<file path="src/rtl/usb_tx_encoder.sv">
// usb_tx_encoder: full-speed USB TX line encoder.
// Consumes one data bit per shift_en strobe (LSB first). It applies bit
// stuffing and NRZI coding, drives D+/D-, and finishes each packet with an
// EOP of SE0 bit times followed by one J bit.
// Optional feature: define USB_TX_STUFF_CNT_EN to add the stuff_count output,
// which holds the number of stuffed bits in the current or most recent packet.
module usb_tx_encoder #(
  parameter int STUFF_LEN    = 6,
  parameter int EOP_SE0_BITS = 2
) (
  input  logic       clk,
  input  logic       rst,
  input  logic       shift_en,
  input  logic       serial_in,
  input  logic       tx_active,
  output logic       dplus_out,
  output logic       dminus_out,
  output logic       bit_stuff_en,
  output logic       eop_done,
  output logic       tx_busy
`ifdef USB_TX_STUFF_CNT_EN
  ,
  output logic [7:0] stuff_count
`endif
);

  typedef enum logic [1:0] {
    S_IDLE    = 2'd0,
    S_TX      = 2'd1,
    S_EOP_SE0 = 2'd2,
    S_EOP_J   = 2'd3
  } state_t;

  localparam logic [2:0] STUFF_LEN_C = 3'(STUFF_LEN);
  localparam logic [1:0] EOP_BITS_C  = 2'(EOP_SE0_BITS);

  state_t     state_q, state_d;
  logic       dp_q, dp_d;
  logic       dm_q, dm_d;
  logic [2:0] ones_q, ones_d;
  logic [1:0] eop_cnt_q, eop_cnt_d;
  logic       bse_q, bse_d;
  logic       busy_q, busy_d;
  logic       eop_done_q, eop_done_d;
  logic [7:0] stuff_cnt_q, stuff_cnt_d;

  // Next-state, line and counter logic; every change is gated by the bit strobe
  always_comb begin
    state_d     = state_q;
    dp_d        = dp_q;
    dm_d        = dm_q;
    ones_d      = ones_q;
    eop_cnt_d   = eop_cnt_q;
    eop_done_d  = 1'b0;
    stuff_cnt_d = stuff_cnt_q;
    if (shift_en) begin
      case (state_q)
        S_IDLE: begin
          if (tx_active) begin
            // The strobe that starts the packet also sends its first bit.
            state_d     = S_TX;
            stuff_cnt_d = 8'd0;
            if (serial_in) begin
              ones_d = 3'd1;
            end else begin
              dp_d   = dm_q;
              dm_d   = dp_q;
              ones_d = 3'd0;
            end
          end else begin
            dp_d = 1'b1;
            dm_d = 1'b0;
          end
        end
        S_TX: begin
          if (ones_q == STUFF_LEN_C) begin
            // Stuffed zero: the line toggles and the held data bit is not consumed.
            dp_d   = dm_q;
            dm_d   = dp_q;
            ones_d = 3'd0;
            if (stuff_cnt_q != 8'hFF) begin
              stuff_cnt_d = stuff_cnt_q + 8'd1;
            end else begin
              stuff_cnt_d = stuff_cnt_q;
            end
          end else if (!tx_active) begin
            state_d   = S_EOP_SE0;
            dp_d      = 1'b0;
            dm_d      = 1'b0;
            eop_cnt_d = 2'd1;
          end else if (serial_in) begin
            ones_d = ones_q + 3'd1;
          end else begin
            dp_d   = dm_q;
            dm_d   = dp_q;
            ones_d = 3'd0;
          end
        end
        S_EOP_SE0: begin
          if (eop_cnt_q == EOP_BITS_C) begin
            state_d = S_EOP_J;
            dp_d    = 1'b1;
            dm_d    = 1'b0;
          end else begin
            eop_cnt_d = eop_cnt_q + 2'd1;
          end
        end
        S_EOP_J: begin
          state_d    = S_IDLE;
          dp_d       = 1'b1;
          dm_d       = 1'b0;
          eop_done_d = 1'b1;
        end
        default: begin
          state_d = S_IDLE;
          dp_d    = 1'b1;
          dm_d    = 1'b0;
        end
      endcase
    end else begin
      state_d = state_q;
    end
    // Flags are registered from the next state, so they match a decode of the state registers.
    bse_d  = (state_d == S_TX) && (ones_d == STUFF_LEN_C);
    busy_d = (state_d != S_IDLE);
  end

  // State, line and flag registers; reset parks the line at J
  always_ff @(posedge clk or posedge rst) begin
    if (rst) begin
      state_q     <= S_IDLE;
      dp_q        <= 1'b1;
      dm_q        <= 1'b0;
      ones_q      <= 3'd0;
      eop_cnt_q   <= 2'd0;
      bse_q       <= 1'b0;
      busy_q      <= 1'b0;
      eop_done_q  <= 1'b0;
      stuff_cnt_q <= 8'd0;
    end else begin
      state_q     <= state_d;
      dp_q        <= dp_d;
      dm_q        <= dm_d;
      ones_q      <= ones_d;
      eop_cnt_q   <= eop_cnt_d;
      bse_q       <= bse_d;
      busy_q      <= busy_d;
      eop_done_q  <= eop_done_d;
      stuff_cnt_q <= stuff_cnt_d;
    end
  end

  assign dplus_out    = dp_q;
  assign dminus_out   = dm_q;
  assign bit_stuff_en = bse_q;
  assign eop_done     = eop_done_q;
  assign tx_busy      = busy_q;

`ifdef USB_TX_STUFF_CNT_EN
  assign stuff_count = stuff_cnt_q;
`else
  logic unused_stuff_cnt;
  assign unused_stuff_cnt = ^stuff_cnt_q;
`endif

endmodule

</file>
<file path="config.mk">
export PLATFORM = sky130hd
export DESIGN_NAME = usb_tx_encoder
export DESIGN_NICKNAME = d
export VERILOG_FILES = /design/src/rtl/usb_tx_encoder.sv
export SDC_FILE = /design/constraint.sdc
export NUM_CORES = 1
export LEC_CHECK = 0
export CORE_AREA = 5 5 43 45
export CTS_BUF_LIST = sky130_fd_sc_hd__clkbuf_4
export CTS_CLUSTER_DIAMETER = 60
export DETAILED_ROUTE_END_ITERATION = 16
export DIE_AREA = 0 0 48 50
export PLACE_DENSITY = 0.76
export RECOVER_POWER = 25
export SYNTH_ARGS = -nofsm -noshare
export SYNTH_HDL_FRONTEND = slang
export SYNTH_SLANG_ARGS = --single-unit
</file>
<file path="constraint.sdc">
create_clock -name clk -period 2 [get_ports clk]
set_input_delay 0.4 -clock clk [delete_from_list [all_inputs] [get_ports clk]]
set_output_delay 0.4 -clock clk [all_outputs]
set_load 0.005 [all_outputs]
</file>
==> summary.md <==
| Metric | Value |
|---|---|
| Post-cts hold buffer count | `0` |
| DR pass1 iterations | `4` |
| Final nets | `97` |
| Via/cell ratio | `6.077` |
| Gpl congestion | `0.8579` |
| Latest clock arrival within the worst-skew pair | `0.27 ns` |
| Io pins | `10` |
| Clock period minus final worst setup slack | `1.752 ns` |
| Mapped Nets | `83` |
| Met2 routed WL | `675 um` |
| Cells taking the most area after synthesis | `dfrtp_1 (38%), ha_1 (5.1%), mux2_1 (4.6%), dfstp_2 (3.6%), a21oi_1 (3.4%)` |
| Resize count post-CTS | `0` |
| Die W | `48 um` |
| Grt ovf | `0` |
| HPWL after detailed placement | `1145 um` |
| P per Cell Area | `1185 mW/mm2` |
| Area of the mapped netlist | `730.7 um2` |
| Rows | `14` |
| Starting DRT DRC Count | `24` |
| Worst vdd ir | `0.5828 mV` |
| Worst hold start | `eop_cnt_q[1]$_DFFE_PP0P_` |
| Fmax | `0.5709 GHz` |
| Global-route usage over all layers | `15.18%` |
| Commonest non-fill, non-tap cells in the layout | `dfrtp_1 (11), clkdlybuf4s50_1 (8), nand2_1 (6)` |
| Critical Path RT | `2.16 ns` |
| Fillcell total | `121` |
| Max incr delay on CP | `0.40 ns` |
| Clock skew | `0.0006698 ns` |
| Hold Slack | `0.5159 ns` |
| ANT cells | `0` |
| Vias in the first global route | `601` |
| Fin crit share | `87.58%` |
| Core Footprint | `0.001436 mm2` |
| CP Capture Type | `flip-flop` |
| Die area | `0.002400 mm2` |
| Sequential share of the synthesized area | `41.27%` |
| Clock Tree Buf Depth | `2` |
| Final Setup Violations | `0` |
| Number of port buffers | `9` |
| Initial Util | `50.87%` |
| Routed Antenna Nets | `0` |
| H-tree level count | `1` |
| Share of cells above drive strength 1 | `12.50%` |
| Root Driver | `clkbuf_4` |
| Synth cell types | `33` |
| Unrepaired setup endpoints after global routing | `false` |
| Worst r2r src | `ones_q[0]$_DFF_PP0_` |
| Slew Viols, Final | `0` |
| Status | `complete, no violations` |
| Mean Syn Cell Area | `9.743 um2` |
| WS Path Type | `flip-flop to flip-flop` |
| Clk slew on worst S/H paths | `0.08 ns` |
| CP max FO | `4` |
| Worst path slowest cell | `dfrtp_1` |
| Slew HR | `69.98%` |
| Cell taking the most area after synthesis | `dfrtp_1` |
| Die H | `50 um` |
| Most common library cell in the layout ignoring fill and taps | `dfrtp_1` |
| CP arrival | `1.91 ns` |
| CTS buffer count | `3` |
| Post-CTS Setup Bufs | `0` |
| Worst slew pin tran | `0.4498 ns` |
| DR top layer | `met4` |
| Pin count of the biggest net entering global routing | `13` |
| Worst path cell trace | `inv_1 -> ha_1 -> a211oi_1 -> o2bb2ai_1 -> and2_1 -> mux2_1` |
| Area Growth Syn to Fin | `18.84%` |
| LEAKAGE | `0.3972 nW` |
| Area of the multi-input gates | `389.1 um2` |
| Clk sink count | `12` |
| Post-route DRC violation count | `0` |
| Hold WC Path Type | `flip-flop to flip-flop` |
| Initial antenna violation count | `0` |
| Delay-heaviest family, CP | `compound AO/OA/AOI/OAI gates` |
| Synth top area share | `37.67%` |
| CTS tree | `yes` |
| Fin. Hold Viols | `0` |
| DRT met1 WL | `730 um` |
| Detail Route met3 WL | `107 um` |
| Post-Route WL | `1541 um` |
| Synth Register Bits | `12` |
| WP buf/inv | `1` |
| Total Neg Setup Slack | `0 ns` |
| Syn. warnings | `0` |
| First-pass GRT wire length | `2642 um` |
| FF/Latch Area | `301.5 um2` |
| CP Launch Point | `ones_q[0]$_DFF_PP0_` |
| Setup crit start kind | `flip-flop` |
| Mapped Cells | `75` |
| Vias | `632` |
| Wire per inst | `14.82 um` |
| Max-Cap Viols | `0` |
## through the flow
stage                     cells  instance area [um2]  utilization, %  power (mW)  setup slack, ns
final                       104                868.3           60.45       1.029           0.2484
after global routing        104                868.3           60.45       1.123           0.1016
after CTS                   104                868.3           60.45       1.030           0.2402
after detailed placement    100                842.1           58.62      0.8741          0.08846
after global placement      100                842.1           58.62      0.8620          0.09990
after floorplan              75                730.7               -      0.7195           0.3592
## cells in the mapped netlist
library cell,count
dfrtp_1,11
nand2_1,6
a21oi_1,5
nor2_1,4
o21ai_0,4
ha_1,3
inv_1,3
mux2_1,3
nand2b_1,3
nand3_1,3
nor2b_1,3
a22o_1,2
a22oi_1,2
and2_1,2
buf_2,2
inv_2,2
a2111o_1,1
a211oi_1,1
a21o_1,1
a32o_1,1
a41o_1,1
a41oi_1,1
and3b_1,1
and4b_1,1
buf_6,1
dfstp_2,1
nand4_1,1
o211a_1,1
o21ai_2,1
o2bb2ai_1,1
o41ai_2,1
or2_1,1
or4_1,1
## flip-flops by register name (all words and copies together), names as in the netlist
signal and cells:
eop_cnt_q 2, ones_q 3, tx_busy 1, state_q 2, dminus_out 1, bit_stuff_en 1, eop_done 1, dplus_out 1
## cell families (layout without fill, tap and decap cells)
family	after synthesis	after routing	share of synthesized area [%]
AO/OA/AOI/OAI	23	23	24.15
adder cells (fa/ha/maj)	3	3	5.138
buffers and inverters	8	21	5.480
flip-flops	12	12	41.27
multiplexers	3	3	4.623
AND/OR/NAND/NOR	26	26	19.35
## path summary, 6_finish.rpt
kind	to	slack, ns	depth (start not counted)
max	eop_cnt_q[1]$_DFFE_PP0P_	0.25	6
min	eop_cnt_q[1]$_DFFE_PP0P_	0.52	1
max reg2reg	eop_cnt_q[1]$_DFFE_PP0P_	0.25	6
min reg2reg	eop_cnt_q[1]$_DFFE_PP0P_	0.52	1
max in group asynchronous	dplus_out$_DFFE_PP1P_	1.10	2
min in group asynchronous	eop_cnt_q[1]$_DFFE_PP0P_	0.56	2
## final cells by class
cell class	instances	area share [%]
Multi-Input combinational cell	55	44.81
Inverter	5	2.161
Clock buffer	3	2.594
Tap cell	16	2.305
Sequential cell	12	34.73
Timing Repair Buffer	12	12.97
Clock inverter	1	0.4323
## routing by layer
| layer | global-route usage, % | up-vias |
|---|---|---|
| li1 | - | 304 |
| met1 | 22.05 | 303 |
| met2 | 20.70 | 21 |
| met3 | 3.636 | 4 |
| met4 | 6.726 | 0 |
| met5 | 0 | - |
## report_power, final
part | internal, mW | total (mW) | switching, mW
registers | 0.333 | 0.428 | 0.0948
logic | 0.233 | 0.444 | 0.211
clock network | 0.0723 | 0.157 | 0.0848
total | 0.639 | 1.03 | 0.391
Power figures use the tool's default switching activity.
